[config.mk]
export PLATFORM = sky130hd
export DESIGN_NAME = rv_rf_wr_ctrl
export DESIGN_NICKNAME = d
export VERILOG_FILES = /design/src/rtl/rv_rf_pkg.sv /design/src/rtl/rv_rr_arb.sv /design/src/rtl/rv_rf_wr_ctrl.sv
export SDC_FILE = /design/constraint.sdc
export NUM_CORES = 1
export LEC_CHECK = 0
export ABC_CLOCK_PERIOD_IN_PS = 3450
export CORE_UTILIZATION = 34
export CTS_BUF_LIST = sky130_fd_sc_hd__clkbuf_16
export DETAILED_ROUTE_END_ITERATION = 16
export PLACE_DENSITY = 0.75
export SYNTH_ARGS = -nofsm -noshare
export SYNTH_HDL_FRONTEND = slang
export SYNTH_SLANG_ARGS = --single-unit
[constraint.sdc]
create_clock -name clk -period 3.45 [get_ports clk]
set_input_delay 0.8625 -clock clk [delete_from_list [all_inputs] [get_ports clk]]
set_output_delay 0.8625 -clock clk [all_outputs]
set_load 0.03 [all_outputs]
[src/rtl/rv_rf_pkg.sv]
//==============================================================================
// Module : rv_rf_pkg
// Brief  : Shared constants, FSM state type and helpers for the register-file
//          writeback controller.
// Rev    : 1.0 - initial release
//==============================================================================
`timescale 1ns/1ps
`default_nettype none

package rv_rf_pkg;

  localparam int XLEN       = 32;
  localparam int REG_ADDR_W = 5;
  localparam int NUM_REGS   = 32;

  // Highest architectural register; the clear sequence ends here.
  localparam logic [REG_ADDR_W-1:0] LAST_REG = REG_ADDR_W'(NUM_REGS - 1);

  // Controller modes: sequential clear of x1..x31, then arbitrated writeback.
  typedef enum logic [0:0] {
    INIT = 1'b0,
    RUN  = 1'b1
  } rf_state_t;

  // Width of a requester index; a single requester still needs one bit.
  function automatic int ptr_width(input int n);
    return (n > 1) ? $clog2(n) : 1;
  endfunction

endpackage

`default_nettype wire

[src/rtl/rv_rr_arb.sv]
//==============================================================================
// Module : rv_rr_arb
// Brief  : Combinational round-robin arbiter. Search starts one slot after the
//          pointer (the last granted index) and wraps; grant is one-hot or zero.
// Rev    : 1.0 - initial release
//==============================================================================
`timescale 1ns/1ps
`default_nettype none

module rv_rr_arb #(
  parameter int N     = 3,
  parameter int PTR_W = 2
) (
  input  logic [N-1:0]     req,
  input  logic [PTR_W-1:0] ptr,
  output logic [N-1:0]     gnt
);

  int               pos;
  logic [PTR_W-1:0] idx;
  logic             found;

  // Walk the requesters in circular order after ptr; first asserted one wins.
  always_comb begin
    gnt   = '0;
    pos   = 0;
    idx   = '0;
    found = 1'b0;
    for (int k = 1; k <= N; k++) begin
      pos = int'(ptr) + k;
      if (pos >= N) begin
        pos = pos - N;
      end
      idx = pos[PTR_W-1:0];
      if (!found && req[idx]) begin
        gnt[idx] = 1'b1;
        found    = 1'b1;
      end
    end
  end

endmodule

`default_nettype wire

[src/rtl/rv_rf_wr_ctrl.sv]
//==============================================================================
// Module : rv_rf_wr_ctrl
// Brief  : Register-file write controller. After reset (or an init request)
//          it clears x1..x31 one register per cycle, then arbitrates writeback
//          requests round-robin and drives a registered write port.
// Rev    : 1.0 - initial release
//==============================================================================
`timescale 1ns/1ps
`default_nettype none

module rv_rf_wr_ctrl
  import rv_rf_pkg::*;
#(
  parameter int NUM_REQ = 3
) (
  input  logic                            clk,
  input  logic                            reset,
  input  logic                            init_req_i,
  input  logic [NUM_REQ-1:0]              req_valid_i,
  input  logic [NUM_REQ*REG_ADDR_W-1:0]   req_rd_addr_i,
  input  logic [NUM_REQ*XLEN-1:0]         req_data_i,
  output logic [NUM_REQ-1:0]              req_ready_o,
  output logic                            rf_wr_en_o,
  output logic [REG_ADDR_W-1:0]           rf_rd_addr_o,
  output logic [XLEN-1:0]                 rf_wr_data_o,
  output logic                            init_done_o
);

  localparam int PTR_W = ptr_width(NUM_REQ);
  localparam logic [PTR_W-1:0]      PTR_RST   = PTR_W'(NUM_REQ - 1);
  localparam logic [REG_ADDR_W-1:0] FIRST_REG = REG_ADDR_W'(1);

  rf_state_t             state;
  logic [REG_ADDR_W-1:0] cnt;
  logic [PTR_W-1:0]      rr_ptr;

  logic [NUM_REQ-1:0]    grant;
  logic                  xfer;
  logic [PTR_W-1:0]      grant_idx;
  logic [REG_ADDR_W-1:0] sel_addr;
  logic [XLEN-1:0]       sel_data;

  rv_rr_arb #(
    .N     (NUM_REQ),
    .PTR_W (PTR_W)
  ) u_arb (
    .req (req_valid_i),
    .ptr (rr_ptr),
    .gnt (grant)
  );

  // Grants only reach requesters in RUN, and an init request blocks them so
  // no transfer is lost across the switch back to INIT.
  assign req_ready_o = ((state == RUN) && !init_req_i) ? grant : '0;
  assign xfer        = |req_ready_o;

  // Steer the granted requester's address, data and index onto the write path.
  always_comb begin
    grant_idx = '0;
    sel_addr  = '0;
    sel_data  = '0;
    for (int j = 0; j < NUM_REQ; j++) begin
      if (req_ready_o[j]) begin
        grant_idx = PTR_W'(j);
        sel_addr  = req_rd_addr_i[j*REG_ADDR_W +: REG_ADDR_W];
        sel_data  = req_data_i[j*XLEN +: XLEN];
      end
    end
  end

  // Mode FSM with registered write port: clear sweep in INIT, arbitrated
  // writeback in RUN. Writes to x0 are accepted but never enabled.
  always_ff @(posedge clk or posedge reset) begin
    if (reset) begin
      state        <= INIT;
      cnt          <= FIRST_REG;
      rr_ptr       <= PTR_RST;
      rf_wr_en_o   <= 1'b0;
      rf_rd_addr_o <= '0;
      rf_wr_data_o <= '0;
      init_done_o  <= 1'b0;
    end else begin
      case (state)
        INIT: begin
          rf_wr_en_o   <= 1'b1;
          rf_rd_addr_o <= cnt;
          rf_wr_data_o <= '0;
          if (cnt == LAST_REG) begin
            state       <= RUN;
            cnt         <= FIRST_REG;
            init_done_o <= 1'b1;
          end else begin
            cnt <= cnt + REG_ADDR_W'(1);
          end
        end
        RUN: begin
          if (xfer) begin
            rf_wr_en_o   <= (sel_addr != '0);
            rf_rd_addr_o <= sel_addr;
            rf_wr_data_o <= sel_data;
            rr_ptr       <= grant_idx;
          end else begin
            rf_wr_en_o <= 1'b0;
          end
          if (init_req_i) begin
            state       <= INIT;
            cnt         <= FIRST_REG;
            init_done_o <= 1'b0;
          end
        end
        default: begin
          state       <= INIT;
          cnt         <= FIRST_REG;
          rf_wr_en_o  <= 1'b0;
          init_done_o <= 1'b0;
        end
      endcase
    end
  end

endmodule

`default_nettype wire

==> results.yml <==
yosys:
  synthesis.area_mm2: 0.00262
  ys_ff_latch: 47
  ys_types: 50
  postSynth.topFlopCell: "dfrtp_1"
  avgSynthCellArea_um2: 9.79
  synth_cells: 268
  synth_fp_nets: 393
  yosysWarnings: 0
  synth_enable_flop_cells: 0
  synth_async_sr_flop_share_pct: 100
  synth_sequential_area_ratio_pct: 44.9
placement:
  post-place-cells: 518
  buffer_ports.inserted: 158
  gp_congestion: 0.862
  dpl_wire_length_mm: 6.17
  placed_cell_area_mm2: 0.00432
clocking:
  clock_edge_transition_at_the_registers_on_the_reported_setup_and_hold_paths_ns: 0.06
  cts.root.buffer_cell: "clkbuf_16"
  htree_num_levels: 2
  clk_latency_ns: 0.28
  max-clock-path-buffers: 2
  numClockSinks: 47
  cts_tree: "built"
  cts-hold-fix-buffers: 0
  cts_inserted_buffers: 5
worst_setup_path:
  startpoint_type: "input port"
  crit_end: "req_ready_o[1]"
  crit_type: "in -> out"
  reg2reg_from: "rr_ptr[0]"
  regToRegSetupSlack_ns: 0.46
  worst-path-max-fanout: 6
  cp.arrival_ns: 2.48
  reg2reg_depth: 12
  critical_path.startpoint: "req_valid_i[2]"
  regToRegEndpoint: "rf_wr_data_o[5]"
  cp-end-kind: "output port"
  worst-endpoint-required_ns: 2.59
timing:
  timing.final.max_slew_violations: 0
  grt_setup_unrepaired: "no"
  slew_headroom_pct: 33.3
  setup_viol_count_final: 0
  timing_worst_slew_pin_value_ns: 0.999
  final.period_utilization_pct: 96.8
  final.setup_skew_ns: 0.00655
  setup_total_negative_slack_ns: 0
  finalCriticalPeriod_ns: 3.34
  max_freq_ghz: 0.299
  hold_viol: 0
  whs_ns: 0.472
floorplanning:
  die_h_um: 89.8
  core_area_mm2: 0.00737
  die_outline_area_mm2: 0.00807
  core.rowCount: 31
  die_width_um: 89.8
  start_util_pct: 35.6
  io_pins: 159
routing:
  wl_mm: 8.22
  detail_route.wl_per_cell_um: 15.6
  detailroute.via_count: 2840
  routed_via_density: 5.39
  drt_first_pass_iters: 6
  drtAntennaViolNets: 0
  first_iter_violations: 197
  remaining_drc_errors: 0
status:
  run_status: "completed"
grt:
  grt.total_usage_pct: 20.5
  grt_max_degree: 48
  remaining_overflow_grt: 0
  grt_first_pass_wirelength_mm: 13.4
  grt_pass1_vias: 2814
  grt_antenna_before_repair: 0
min_path:
  hp-start: "rf_wr_data_o[28]"
  hold_class: "reg -> reg"
final_layout:
  post-route-cell-area_mm2: 0.00451
  final_net_count: 552
  mostFrequentLayoutCell: "clkdlybuf4s50_1"
  syn_to_final_growth_pct: 72.0
  most_frequent_cells_in_the_layout: "clkdlybuf4s50_1, nand2_1, dfrtp_1"
  drive_above_1_share_pct: 9.35
  final_cell_count_no_fill: 527
  insertedDiodeCount: 0
power_and_ir_drop:
  p_per_area_mw_per_mm2: 471
  power.static_leakage_nw: 2.01
  irDropWorstVdd_uv: 239
job:
  cap_viol_max_count: 0
through the flow:
stage,setup slack [ns],utilization [%],total power [W]
finish,0.111,61.2,0.00212
global route,0.00821,61.2,0.00225
CTS,0.00779,60.7,0.00208
floorplan,0.122,-,0.00126
global placement,-0.0482,58.7,0.00158
detailed placement,-0.149,58.7,0.00161
per-layer routing:
layer	vias to the layer above	GRT usage [%]	part of all wire (%)	wire length [µm]
li1	1335	-	-	-
met1	1337	23.8	40	3320
met2	150	35.3	48	3960
met3	18	7.19	8.8	720
met4	0	6.56	2.7	219
met5	-	0	0	0
final cells by class:
class                           instances  area, µm²
Inverter                                8       30.0
Multi-Input combinational cell        194       1320
Fill cell                             646       2860
Sequential cell                        47       1180
Tap cell                               99        124
Clock buffer                            5        125
Clock inverter                          3       12.5
Timing Repair Buffer                  171       1720
critical path, stage by stage:
cell	delay [ns]
dlygate4sd2_1	0.32
nor4bb_2	0.32
a21oi_1	0.09
a2111o_1	0.44
and3_1	0.20
nor2_1	0.09
buf_4	0.16
report_power, final:
group | switching, W | internal (W) | total (W)
sequential | 0.0000846 | 0.000650 | 0.000734
clock | 0.000186 | 0.000262 | 0.000447
combinational | 0.000467 | 0.000475 | 0.000942
how the worst min path moves through the flow:
stage | endpoint | slack (ns) | cells after the start
2_1_floorplan | cnt[3] | 0.46 | 1
3_3_place_gp | rf_wr_data_o[7] | 0.46 | 2
3_5_place_dp | rf_wr_data_o[25] | 0.46 | 2
4_1_cts | rf_wr_data_o[25] | 0.48 | 2
5_1_grt | rf_wr_data_o[12] | 0.49 | 2
6_report | rf_wr_data_o[28] | 0.47 | 2
cell usage after synthesis (all sizes together), types with 2 or more instances:
cell type	number	area share, %
nand3b	2	0.57
a211o	2	0.72
a21o	3	0.86
nand2	73	10
a221oi	2	0.67
a21oi	5	0.95
o21ai	8	1.5
nor3	3	1.0
clkbuf	7	1.0
a31o	2	0.67
nor2	9	1.3
a2111oi	2	0.72
dfrtp	45	43
inv	7	1.0
and3	3	0.72
nand2b	2	0.48
nand4	2	0.48
buf	12	4.2
a22o	3	1.0
nand3	8	1.5
and2	4	1.0
ha	8	3.8
o21a	2	0.57
dfstp	2	2.0
a222oi	34	13
cells by family (layout without fill, tap and decap cells):
kind of cell,after synthesis,count (layout),synth area share (%)
AOI/OAI and AO/OA,72,72,24.5
adders and majority gates,8,8,3.82
muxes,2,2,0.954
DFF,47,47,44.9
buffers and inverters,27,187,6.35
and+or+nand+nor,112,112,19.5
registers in the layout (all words and copies together), names as in the netlist:
signal / count
state: 1
init_done_o: 1
rf_wr_en_o: 1
rf_wr_data_o: 32
cnt: 5
rr_ptr: 2
rf_rd_addr_o: 5
what timing repair did:
item                       CTS  global route
pin swaps                    0             1
buffers inserted             0             1
gates resized for setup      6             7
setup endpoints to repair    3             3
Note: power is estimated with default switching activity, not from simulation.
